===== config.mk =====
export PLATFORM = sky130hd
export DESIGN_NAME = lsu
export DESIGN_NICKNAME = d
export VERILOG_FILES = /design/src/rtl/lsu.sv
export SDC_FILE = /design/constraint.sdc
export NUM_CORES = 1
export LEC_CHECK = 0
export BUFFER_PORTS_ARGS = -buffer_cell sky130_fd_sc_hd__buf_2
export CORE_AREA = 2 2 89 91
export CTS_BUF_LIST = sky130_fd_sc_hd__clkbuf_16
export DETAILED_ROUTE_END_ITERATION = 10
export DIE_AREA = 0 0 91 93
export GPL_ROUTABILITY_DRIVEN = 0
export GPL_TIMING_DRIVEN = 0
export PLACE_DENSITY = 0.75
export SLEW_MARGIN = 5
export SYNTH_ARGS = -nofsm -noshare
export SYNTH_HDL_FRONTEND = slang
export SYNTH_SLANG_ARGS = --single-unit

===== constraint.sdc =====
create_clock -name clk_i -period 1.7 [get_ports clk_i]
set_input_delay 0.17 -clock clk_i [delete_from_list [all_inputs] [get_ports clk_i]]
set_output_delay 0.17 -clock clk_i [all_outputs]
set_load 0.1 [all_outputs]

===== src/rtl/lsu.sv =====
// Load/store unit: one byte/halfword access at a time over a valid/grant/rvalid
// data-memory port, with load extension, pipeline stall and error reporting.
module lsu #(
    parameter int unsigned TIMEOUT = 15,
    parameter int unsigned RD_W    = 4
) (
    input  logic            clk_i,
    input  logic            rst_ni,
    input  logic            req_valid_i,
    output logic            req_ready_o,
    input  logic            load_en_i,
    input  logic            store_en_i,
    input  logic            size_i,
    input  logic            unsigned_i,
    input  logic [15:0]     addr_i,
    input  logic [15:0]     store_data_i,
    input  logic [RD_W-1:0] rd_i,
    output logic            mem_req_o,
    output logic            mem_we_o,
    output logic [15:0]     mem_addr_o,
    output logic [1:0]      mem_be_o,
    output logic [15:0]     mem_wdata_o,
    input  logic            mem_gnt_i,
    input  logic            mem_rvalid_i,
    input  logic [15:0]     mem_rdata_i,
    output logic            wb_valid_o,
    output logic [RD_W-1:0] wb_rd_o,
    output logic [15:0]     wb_data_o,
    output logic            stall_o,
    output logic            err_o,
    output logic [1:0]      err_code_o
);
    localparam int unsigned DW      = 16;
    localparam int unsigned CNT_W   = (TIMEOUT > 2) ? $clog2(TIMEOUT) : 1;
    localparam int unsigned TO_LAST = (TIMEOUT > 0) ? TIMEOUT - 1 : 0;

    typedef enum logic [1:0] {S_IDLE, S_REQ, S_WAIT, S_ERR} state_e;

    state_e            state_q, state_d;
    logic [CNT_W-1:0]  cnt_q, cnt_d;
    logic [1:0]        err_code_q, err_code_d;
    logic [DW-1:0]     addr_q, addr_d;
    logic [DW-1:0]     sdata_q, sdata_d;
    logic              size_q, size_d;
    logic              uns_q, uns_d;
    logic              we_q, we_d;
    logic [RD_W-1:0]   rd_q, rd_d;
    logic              wb_valid_q, wb_valid_d;
    logic [DW-1:0]     wb_data_q, wb_data_d;
    logic [RD_W-1:0]   wb_rd_q, wb_rd_d;

    logic              accept;
    logic              to_hit;
    logic [7:0]        lane;
    logic [DW-1:0]     load_ext;

    assign accept = (state_q == S_IDLE) && req_valid_i;
    assign to_hit = (TIMEOUT != 0) && (cnt_q == CNT_W'(TO_LAST));

    // State register and all datapath flops
    always_ff @(posedge clk_i or negedge rst_ni) begin
        if (!rst_ni) begin
            state_q    <= S_IDLE;
            cnt_q      <= '0;
            err_code_q <= '0;
            addr_q     <= '0;
            sdata_q    <= '0;
            size_q     <= 1'b0;
            uns_q      <= 1'b0;
            we_q       <= 1'b0;
            rd_q       <= '0;
            wb_valid_q <= 1'b0;
            wb_data_q  <= '0;
            wb_rd_q    <= '0;
        end else begin
            state_q    <= state_d;
            cnt_q      <= cnt_d;
            err_code_q <= err_code_d;
            addr_q     <= addr_d;
            sdata_q    <= sdata_d;
            size_q     <= size_d;
            uns_q      <= uns_d;
            we_q       <= we_d;
            rd_q       <= rd_d;
            wb_valid_q <= wb_valid_d;
            wb_data_q  <= wb_data_d;
            wb_rd_q    <= wb_rd_d;
        end
    end

    // Next state, timeout counter and error code
    always_comb begin
        state_d    = state_q;
        cnt_d      = cnt_q;
        err_code_d = err_code_q;
        unique case (state_q)
            S_IDLE: begin
                if (req_valid_i) begin
                    cnt_d = '0;
                    if (load_en_i == store_en_i) begin
                        state_d    = S_ERR;
                        err_code_d = 2'b11;
                    end else if (size_i && addr_i[0]) begin
                        state_d    = S_ERR;
                        err_code_d = 2'b01;
                    end else begin
                        state_d = S_REQ;
                    end
                end
            end
            S_REQ, S_WAIT: begin
                if ((state_q == S_REQ) ? mem_gnt_i : mem_rvalid_i) begin
                    state_d = ((state_q == S_REQ) && !we_q) ? S_WAIT : S_IDLE;
                end else if (to_hit) begin
                    state_d    = S_ERR;
                    err_code_d = 2'b10;
                end else begin
                    cnt_d = cnt_q + CNT_W'(1);
                end
            end
            S_ERR:   state_d = S_IDLE;
            default: state_d = S_IDLE;
        endcase
    end

    // Request latch and load writeback capture
    always_comb begin
        addr_d     = addr_q;
        sdata_d    = sdata_q;
        size_d     = size_q;
        uns_d      = uns_q;
        we_d       = we_q;
        rd_d       = rd_q;
        wb_valid_d = 1'b0;
        wb_data_d  = wb_data_q;
        wb_rd_d    = wb_rd_q;
        lane       = addr_q[0] ? mem_rdata_i[15:8] : mem_rdata_i[7:0];
        if (size_q) begin
            load_ext = mem_rdata_i;
        end else if (uns_q) begin
            load_ext = {8'h00, lane};
        end else begin
            load_ext = {{8{lane[7]}}, lane};
        end
        if (accept) begin
            addr_d  = addr_i;
            sdata_d = store_data_i;
            size_d  = size_i;
            uns_d   = unsigned_i;
            we_d    = store_en_i;
            rd_d    = rd_i;
        end
        if ((state_q == S_WAIT) && mem_rvalid_i) begin
            wb_valid_d = 1'b1;
            wb_data_d  = load_ext;
            wb_rd_d    = rd_q;
        end
    end

    // Outputs decoded from registered state
    always_comb begin
        req_ready_o = (state_q == S_IDLE);
        stall_o     = (state_q != S_IDLE);
        mem_req_o   = (state_q == S_REQ);
        err_o       = (state_q == S_ERR);
        mem_we_o    = 1'b0;
        mem_addr_o  = '0;
        mem_be_o    = 2'b00;
        mem_wdata_o = '0;
        if (state_q == S_REQ) begin
            mem_we_o   = we_q;
            mem_addr_o = {addr_q[15:1], 1'b0};
            mem_be_o   = size_q ? 2'b11 : (addr_q[0] ? 2'b10 : 2'b01);
            if (we_q) begin
                mem_wdata_o = size_q ? sdata_q : {sdata_q[7:0], sdata_q[7:0]};
            end
        end
        wb_valid_o = wb_valid_q;
        wb_data_o  = wb_data_q;
        wb_rd_o    = wb_rd_q;
        err_code_o = err_code_q;
    end

endmodule


* After elaboration in Yosys (flattened, before gate mapping)
Index checks and enable logic that the tools add are counted.
Cells by class: shifts and indexed selects 0, $add $sub $neg 1, $mul 0, multiplexer cells 30, reductions and logical operators 12, bitwise logic cells 0, magnitude comparators 0, divide/modulo/power cells 0, equality and inequality tests 11
Operator list (count):
- $mux 16 | 6
- $mux 2 | 14
- $mux 4 | 3
- $mux 8 | 1
- $ne 2x2->1 const B | 4
- $pmux 4 s2 | 1
- $pmux 2 s3 | 1
- $reduce_and 5->1 | 1
- $add 4x1->4 const B | 1
- $eq 2x2->1 const B | 2
- $eq 4x4->1 const B | 1
- $logic_and 1x1->1 | 4
- $pmux 2 s2 | 1
- $reduce_and 4->1 | 1
- $reduce_bool 2->1 | 2
- $mux 1 | 3
- $ne 3x1->1 const B | 1
- $ne 3x3->1 const B | 1
- $eq 2x1->1 const B | 1
- $logic_not 2->1 | 1
- $reduce_and 2->1 | 1
- $reduce_or 2->1 | 1
- $eq 1x1->1 | 1
- $logic_not 1->1 | 1
Storage, ports and cells: memory bits (writable) 0, memories 0, bits in latches 0, output and inout bits 62, register bits 68, ROM bits 0, word-level logic and storage cells 66

* Depth between registers and ports, before layout
Gate-level depths: netlist of the first run.
depth after elaboration 5, mapped depth 7, gate-level depth less buffers 6

* Least setup slack after synthesis of the first run
OpenSTA, ideal clock, no wires.
path kind reg2out, start register state_q[1], end output port mem_wdata_o[10], required time 1530 ps, path slack -1571 ps, arrival 3101 ps, cell stages (with the launch flop) 6, cells stage by stage dfrtp_1 -> inv_1 -> ha_1 -> buf_2 -> nand2_1 -> nor2_1
On the way: longest elaborated chain between the ends 2
RTL lines:
- start: declaration | line 39 | state_e state_q, state_d;
- start signal: assignment | line 76 | state_q <= state_d;
- $eq 2x1->1
- net mem_req_o | line 18 | output logic mem_req_o,
- $mux 16 | line 170 | if (state_q == S_REQ) begin
- end: declaration | line 22 | output logic [15:0] mem_wdata_o,
The timed path passes the listed nets, and every way through them passes these cells.

* Worst setup path in the final report of the first run
start register state_q[1], end output port mem_wdata_o[4]
On the way: longest elaborated chain between the ends 2
RTL lines (line):
- $eq 2x1->1 | 170
- $mux 16 | 170
Every way passes these cells.

==> results by group, run 1 <==
STA
  • Setup Skew: 4.65 ps
  • Final Hold Viols: 0
  • Worst Tran Pin Value: 515 ps
  • Tmin final: 1790 ps
  • Final Max Slew Viols: 0
  • PnR worst setup slack: -94.1 ps
  • Slew margin rel.: 65.5%
  • Final Cycle Share: 106%
  • Achievable Freq: 557 MHz
  • RSZ-0062 raised after global routing: yes
  • Setup violations, final: 36

Routing
  • Via count: 2,694
  • Via density: 5.12
  • DRT Wirelength: 8590 um
  • Pre-Repair DR Iteration Count: 4
  • DR WL/cell: 16.3 um
  • DRT iter0 DRCs: 71
  • Detail Route Antenna Nets: 0
  • DRC viols: 0

Logic synthesis
  • Post-synth EDFFs: 0
  • Synth Instances: 278
  • Mux share of post-synthesis cell area: 21.6%
  • Largest family of logic cells by synthesized area: multiplexers
  • Warnings from Yosys: 0
  • Xor and xnor area share after synthesis: 0.271%
  • Syn avg cell area: 11.6 um^2
  • Post-synth ARST share: 100%
  • FF+latch count, synth: 68
  • Largest cells by area after synthesis: dfrtp_1 (53%), mux2_2 (15%), mux2i_1 (5.9%)
  • Largest area contributor in the netlist: dfrtp_1
  • Mapped Nets: 346
  • Netlist Area Pre-Place: 0.00324 mm^2
  • Post-Synth Simple-Gate Area: 11.4%
  • Share of the synthesized area in the top cell type: 52.6%
  • Dominant synthesized flop cell: dfrtp_1
  • Synth Area in Compound Gates: 8.12%
  • Synth Area in Adders: 2.71%
  • Seq/Total Area, Yosys: 52.6%
  • Count of cell types in the netlist: 37

Clock tree
  • Worst-Skew Late Latency: 320 ps
  • Root Buffer: clkbuf_16
  • Clk buf depth: 2
  • Clock Sinks: 68
  • Clk slew on worst S/H paths: 60 ps
  • CTS H-Tree Depth: 3
  • Cts bufs inserted: 9
  • CTS tree: done

Worst setup path
  • Crit path required time: 1530 ps
  • Max Fanout on Critical Path: 6
  • Startpoint types: flop
  • CP Capture Type: output pin
  • Data arrival, critical path: 1620 ps
  • Critical path class: flop to output pin

Global route
  • Vias in the first global route: 2,830
  • First-pass GRT wire length: 14,000 um
  • GRT Residual Overflow: 0
  • Initial antenna violation count: 0
  • Largest net degree at the start of global routing: 68
  • Total track usage: 20.9%

Floorplan
  • Core area: 0.00753 mm^2
  • Die width: 91 um
  • Starting density of the core: 43.0%
  • Die Ht: 93 um
  • Row cnt: 32
  • # IOs: 123
  • Die footprint: 0.00846 mm^2

Final layout
  • # diodes: 0
  • Post-route insts no fill: 526
  • Commonest non-fill, non-tap cell in the layout: buf_2
  • Most frequent cells in the layout: buf_2 (86), dfrtp_1 (67), mux2_2 (43)
  • Area delta synth->final: 62.2%
  • Fraction of layout cells with a size suffix above 1: 60.6%
  • Final nets: 487

Placement
  • IO buf count: 121
  • Dpl cells: 502
  • HPWL after detailed placement: 5590 um

Status
  • Failing checks: setup timing
  • Status: finished with violations

Worst hold path
  • Hold Crit Class: input pin to flop

Job
  • Max Cap Violations: 0
[registers in the layout, summed over array words and instances, names as in the netlist, 2 cells and up]
register	count
wb_rd_o	4
state_q	2
cnt_q	4
err_code_o	2
addr_q	16
wb_data_o	16
sdata_q	16
rd_q	4
[kinds of logic after synthesis]
group           Yosys count
fa+ha+maj                 7
flops                    68
xor+xnor                  1
simple gates             72
other cells               1
buf+inv                  23
mux                      64
compound gates           42
[synthesized netlist by cell type, drive strengths merged (2+ instances only)]
library cell / count
a21o: 2
a21oi: 28
a22o: 2
a31oi: 2
and2: 17
and3: 9
buf: 13
clkbuf: 5
dfrtp: 68
ha: 7
inv: 5
mux2: 45
mux2i: 19
nand2: 6
nand2b: 2
nand3: 5
nor2: 27
nor3: 3
o31ai: 2
[metal layers]
metal  GRT usage [%]  part of all wire, %  vias to the layer above
met4            8.46                  1.3                        0
li1                -                    -                     1253
met3            4.19                  5.1                       12
met5               0                    0                        -
met2            35.6                   51                       90
met1            26.1                   42                     1339
[final timing paths]
| kind | slack [ps] | cells past startpoint | endpoint | from |
|---|---|---|---|---|
| max reg2reg | -50 | 7 | cnt_q[3] | state_q[1] |
| min reg2reg | 500 | 1 | rd_q[0] | rd_q[0] |
| max in group asynchronous | 1000 | 3 | state_q[0] | rst_ni |
| min in group asynchronous | 180 | 2 | wb_data_o[3] | rst_ni |
| min | 80 | 2 | addr_q[1] | addr_i[1] |
| max | -90 | 6 | mem_wdata_o[4] | state_q[1] |
[area by class of cell]
type | instances | area, um^2
buffer | 18 | 156
clock buffer | 9 | 225
clock inverter | 7 | 90.1
fill | 559 | 2280
inverter | 5 | 26.3
multi-input combinational | 187 | 1660
sequential | 68 | 1700
tap | 102 | 128
timing repair buffer | 130 | 1260
[worst max-delay path, stage by stage, from the launching register on]
cell and delay, ps:
dfrtp_1 390, inv_2 110, ha_4 160, buf_12 130, clkbuf_16 140, and3_4 190
buf_12 170
[metrics by stage]
stage | setup slack (ps) | cell area (um^2) | hold WS [ps] | utilization, % | setup TNS, ps
floorplan | -495 | 3470 | -126 | - | -2480
global placement | -127 | 4200 | 402 | 55.9 | -2840
detailed placement | -166 | 4230 | -31.6 | 56.3 | -3120
CTS | -107 | 5180 | 66.5 | 68.8 | -2050
global route | -155 | 5250 | 72.4 | 69.8 | -4700
finish | -94.1 | 5250 | 76.7 | 69.8 | -1890
[what timing repair did]
item | in CTS | in global routing
gates cloned | 2 | 0
pin swaps | 3 | 3
endpoints found under the hold margin | 68 | 0
gates resized for setup | 146 | 19
endpoints found under the setup margin | 50 | 80
hold buffers | 1 | 0
setup buffers | 3 | 2
Power of run 1 is not shown: default switching activity piles up to over one toggle a cycle in this logic, so the estimate is an artifact.
==> inputs of run 2 (changes only) <==
--- a/config.mk
+++ b/config.mk
@@ -12,6 +12,7 @@
 export DIE_AREA = 0 0 91 93
 export GPL_ROUTABILITY_DRIVEN = 0
 export GPL_TIMING_DRIVEN = 0
+export MAX_ROUTING_LAYER = met4
 export PLACE_DENSITY = 0.75
 export SLEW_MARGIN = 5
 export SYNTH_ARGS = -nofsm -noshare
==> results by group, run 2 (synthesis results as in run 1) <==
Worst setup path
  • Max Fanout on Critical Path: 6 (unchanged)
  • Crit Reg-Reg Startpoint: state_q[1]
  • Data arrival, critical path: 1630 ps (about the same)
  • Startpoint types: flop
  • Critical path class: flop to output pin
  • Crit path required time: 1530 ps (about the same)
  • CP Capture Type: output pin
  • R2R cell count: 7 (unchanged)
  • Crit. Startpoint: state_q[1]

Worst hold path
  • Hold Crit Class: input pin to flop
  • WHS Path Cells: 2 (unchanged)
  • Worst hold path startpoint: addr_i[1]

Floorplan
  • Row cnt: 32 (unchanged)
  • Starting density of the core: 43.0% (unchanged)
  • # IOs: 123 (unchanged)
  • Core area: 0.00753 mm^2 (unchanged)
  • Die Ht: 93 um (unchanged)
  • Die footprint: 0.00846 mm^2 (unchanged)
  • Die width: 91 um (unchanged)

Placement
  • HPWL after detailed placement: 5590 um (unchanged)
  • IO buf count: 121 (unchanged)
  • Dpl cells: 502 (unchanged)

Clock tree
  • Cts bufs inserted: 9 (unchanged)
  • CTS H-Tree Depth: 3 (unchanged)
  • Root Buffer: clkbuf_16
  • Clk slew on worst S/H paths: 60 ps (about the same)
  • Clock Sinks: 68 (unchanged)
  • Clk buf depth: 2 (unchanged)
  • CTS tree: done
  • Worst-Skew Late Latency: 320 ps (about the same)

Routing
  • Detail Route Antenna Nets: 0 (unchanged)
  • DRC viols: 0 (unchanged)
  • DRT Wirelength: 8650 um (+0.77%)
  • Via count: 2,695 (+0.037%)
  • DR WL/cell: 16.4 um (+0.58%)
  • Pre-Repair DR Iteration Count: 4 (unchanged)
  • DRT iter0 DRCs: 86 (+21%)
  • Via density: 5.11 (-0.15%)

Final layout
  • # diodes: 0 (unchanged)
  • Most frequent cells in the layout: buf_2 (86), dfrtp_1 (67), mux2_2 (43)
  • Post-route insts no fill: 527 (+0.19%)
  • Fraction of layout cells with a size suffix above 1: 60.9% (+0.33 points)
  • Final nets: 488 (+0.21%)
  • Commonest non-fill, non-tap cell in the layout: buf_2
  • Fillers: 557 (-0.36%)
  • Area delta synth->final: 62.7%

Global route
  • Vias in the first global route: 2,834 (+0.14%)
  • Initial antenna violation count: 0 (unchanged)
  • Largest net degree at the start of global routing: 68 (unchanged)
  • Total track usage: 21.5% (+0.62 points)
  • First-pass GRT wire length: 14,000 um (unchanged)
  • GRT Residual Overflow: 0 (unchanged)

STA
  • Setup violations, final: 38 (+5.6%)
  • Final Max Slew Viols: 0 (unchanged)
  • RSZ-0062 raised after global routing: yes
  • Worst Tran Pin Value: 520 ps (+5.09 ps)
  • Final Cycle Share: 106% (+0.15 points)
  • Tmin final: 1800 ps (+2.62 ps)
  • Final Hold Viols: 0 (unchanged)
  • Setup Skew: 5.27 ps (+0.621 ps)
  • PnR worst setup slack: -96.8 ps (-2.62 ps)
  • Achievable Freq: 557 MHz (-0.15%)
  • Slew margin rel.: 65.1% (-0.34 points)

Status
  • Status: finished with violations
  • Failing checks: setup timing

Job
  • Max Cap Violations: 0 (unchanged)
-- run 2: metal layers --
layer / part of all wire [%] / up-vias / wire (um) / track usage, %
met5: 0 / - / 0 / -
met4: 0.90 / 0 / 78 / 8.46
met3: 5.4 / 8 / 465 / 4.19
met2: 52 / 100 / 4510 / 35.7
met1: 42 / 1332 / 3600 / 26.1
li1: - / 1255 / - / -
-- run 2: cell type report --
class / instances / area (um^2) / share of cell area (%)
Multi-Input combinational cell: 187 / 1670 / 31.7
Clock buffer: 9 / 225 / 4.28
Buffer: 18 / 156 / 2.97
Clock inverter: 7 / 90.1 / 1.71
Timing Repair Buffer: 131 / 1270 / 24.1
Inverter: 5 / 26.3 / 0.499
Sequential cell: 68 / 1700 / 32.3
Tap cell: 102 / 128 / 2.42
-- run 2: what timing repair did --
item / CTS / global route
pin swaps: 3 / 4
cloned: 2 / 0
hold buffers: 1 / 0
endpoints found under the hold margin: 68 / 0
resized for setup: 146 / 20
endpoints found under the setup margin: 50 / 80
buffers inserted: 3 / 3
-- run 2: stage by stage --
stage / setup WS (ps) / hold slack [ps] / utilization [%] / TNS [ps] / area (um^2)
after CTS: -107 / 66.5 / 68.8 / -2050 / 5180
after global placement: -127 / 402 / 55.9 / -2840 / 4200
after detailed placement: -166 / -31.6 / 56.3 / -3120 / 4230
after global routing: -153 / 70.8 / 70.0 / -4730 / 5270
after floorplan: -495 / -126 / - / -2480 / 3470
final: -96.8 / 77.6 / 70.0 / -2050 / 5270
-- run 2: final timing paths --
check | to | slack (ps)
worst min register to register | rd_q[0] | 500
worst max register to register | err_code_o[0] | -50
min in group asynchronous | wb_data_o[3] | 180
worst max-delay path | mem_wdata_o[4] | -100
worst min-delay path | addr_q[1] | 80
max in group asynchronous | state_q[0] | 1000
-- run 2: critical path: stages, from the launching register on --
cell       delay [ps]
dfrtp_1           400
inv_2             110
ha_4              160
buf_12            130
clkbuf_16         140
and3_4            190
buf_12            170
Power of run 2 is left out for the same reason.
==> inputs of run 3 (changes only) <==
--- a/config.mk
+++ b/config.mk
@@ -13,7 +13,7 @@
 export GPL_ROUTABILITY_DRIVEN = 0
 export GPL_TIMING_DRIVEN = 0
 export MAX_ROUTING_LAYER = met4
-export PLACE_DENSITY = 0.75
+export PLACE_DENSITY = 0.78
 export SLEW_MARGIN = 5
 export SYNTH_ARGS = -nofsm -noshare
 export SYNTH_HDL_FRONTEND = slang
==> results by group, run 3 (synthesis results as in run 1) <==
Status
  • Status: finished with violations
  • Failing checks: setup timing

Worst setup path
  • Crit path top cell by count: buf_12
  • Critical path class: flop to output pin
  • Critical path buffer and inverter count: 4 (unchanged)
  • CP Cell Sequence: inv_2 -> ha_4 -> buf_12 -> clkbuf_16 -> and3_4 -> buf_12
  • Startpoint types: flop
  • R2R cell count: 7 (unchanged)
  • Crit path required time: 1530 ps (about the same)
  • Data arrival, critical path: 1620 ps (about the same)
  • Family with the most delay on the worst path: buffers and inverters
  • CP Depth: 6 (unchanged)
  • CP Capture Type: output pin
  • Slowest CP cell: dfrtp_1
  • Crit-path max cell delay: 390 ps (about the same)
  • Max Fanout on Critical Path: 6 (unchanged)

STA
  • Setup total negative slack: -1360 ps (+686 ps)
  • PnR worst setup slack: -87.6 ps (+9.19 ps)
  • Achievable Freq: 559 MHz (+0.51%)
  • Worst Tran Pin Value: 869 ps (+349 ps)
  • Final hold slack: 66.2 ps (-11.4 ps)
  • RSZ-0062 raised after global routing: yes
  • Final Max Slew Viols: 0 (unchanged)
  • Setup Skew: 6.43 ps (+1.16 ps)
  • Slew margin rel.: 42.0% (-23 points)
  • Tmin final: 1790 ps (-9.19 ps)
  • Final Cycle Share: 105% (-0.54 points)
  • Final Hold Viols: 0 (unchanged)
  • Setup violations, final: 37 (-2.6%)

Routing
  • DRT iter0 DRCs: 62 (-28%)
  • Met3 wire len: 495 um (+6.5%)
  • Via count: 2,674 (-0.78%)
  • Highest metal used: met4
  • M1 wire length: 3640 um (+1.0%)
  • DRC viols: 0 (unchanged)
  • Via density: 5.07 (-0.78%)
  • Met2 Wirelength: 4270 um (-5.2%)
  • DRT Wirelength: 8490 um (-1.8%)
  • Detail Route Antenna Nets: 0 (unchanged)
  • Pre-Repair DR Iteration Count: 4 (unchanged)
  • DR WL/cell: 16.1 um (-1.8%)

Clock tree
  • Clk buf depth: 2 (unchanged)
  • Root Buffer: clkbuf_16
  • Clock Sinks: 68 (unchanged)
  • CTS H-Tree Depth: 3 (unchanged)
  • Cts bufs inserted: 9 (unchanged)
  • CTS tree: done
  • Clk slew on worst S/H paths: 60 ps (about the same)
  • Worst-Skew Late Latency: 330 ps (about the same)

Global route
  • Vias in the first global route: 2,743 (-3.2%)
  • Total track usage: 21.4% (-0.061 points)
  • Largest net degree at the start of global routing: 69 (+1.5%)
  • GRT Residual Overflow: 0 (unchanged)
  • Initial antenna violation count: 0 (unchanged)
  • First-pass GRT wire length: 13,700 um (-1.7%)

Worst hold path
  • WHS Path Cells: 2 (unchanged)
  • Hold Crit Class: input pin to flop

Final layout
  • Fraction of layout cells with a size suffix above 1: 61.6% (+0.71 points)
  • Area delta synth->final: 61.3%
  • # diodes: 0 (unchanged)
  • Commonest non-fill, non-tap cell in the layout: buf_2
  • Final nets: 488 (unchanged)
  • Most frequent cells in the layout: buf_2 (88), dfrtp_1 (67), mux2_2 (43)
  • Fin area: 0.00522 mm^2 (-0.88%)

Floorplan
  • Starting density of the core: 43.0% (unchanged)
  • # IOs: 123 (unchanged)
  • Row cnt: 32 (unchanged)
  • Die width: 91 um (unchanged)
  • Core area: 0.00753 mm^2 (unchanged)
  • Die footprint: 0.00846 mm^2 (unchanged)
  • Die Ht: 93 um (unchanged)

Job
  • Max Cap Violations: 0 (unchanged)

Placement
  • HPWL after detailed placement: 5700 um (+2.1%)
  • Setup Slack @ Placement: -183 ps (-16.4 ps)
  • Placement-stage cell area: 0.00421 mm^2 (-0.65%)
  • IO buf count: 121 (unchanged)
-- run 3: layer usage --
metal / vias up / track usage, %
li1: 1259 / -
met1: 1306 / 27.3
met2: 101 / 35.2
met3: 8 / 4.43
met4: 0 / 5.68
met5: - / -
-- run 3: layout make-up --
class                      instances  area (um^2)
tap                              102          128
clock inverter                     7         75.1
timing repair buffer             131         1230
inverter                           5         26.3
multi-input combinational        187         1680
sequential                        68         1700
buffer                            18          155
clock buffer                       9          225
fill                             573         2310
-- run 3: stage by stage --
step           std cells  utilization, %
2_1_floorplan        278               -
3_3_place_gp         501            55.9
3_5_place_dp         501            55.9
4_1_cts              526            68.5
5_1_grt              527            69.3
6_report             527            69.3
-- run 3: timing repair --
action                     CTS  global route
gates resized for setup    148            19
cloned                       2             0
hold endpoints to repair    62             0
setup endpoints to repair   52            94
pin swaps                    5             4
buffers inserted             6             1
hold buffers                 1             0
-- run 3: final timing paths --
path                       slack, ps       startpoint             end
setup / recovery                 -90       state_q[1]  mem_wdata_o[4]
hold / removal                    70  store_data_i[5]      sdata_q[5]
setup reg to reg                 -30       state_q[0]      state_q[1]
hold reg to reg                  500          rd_q[3]         rd_q[3]
max in group asynchronous        600           rst_ni      state_q[0]
min in group asynchronous        490           rst_ni       addr_q[7]
Power of run 3 is left out for the same reason.
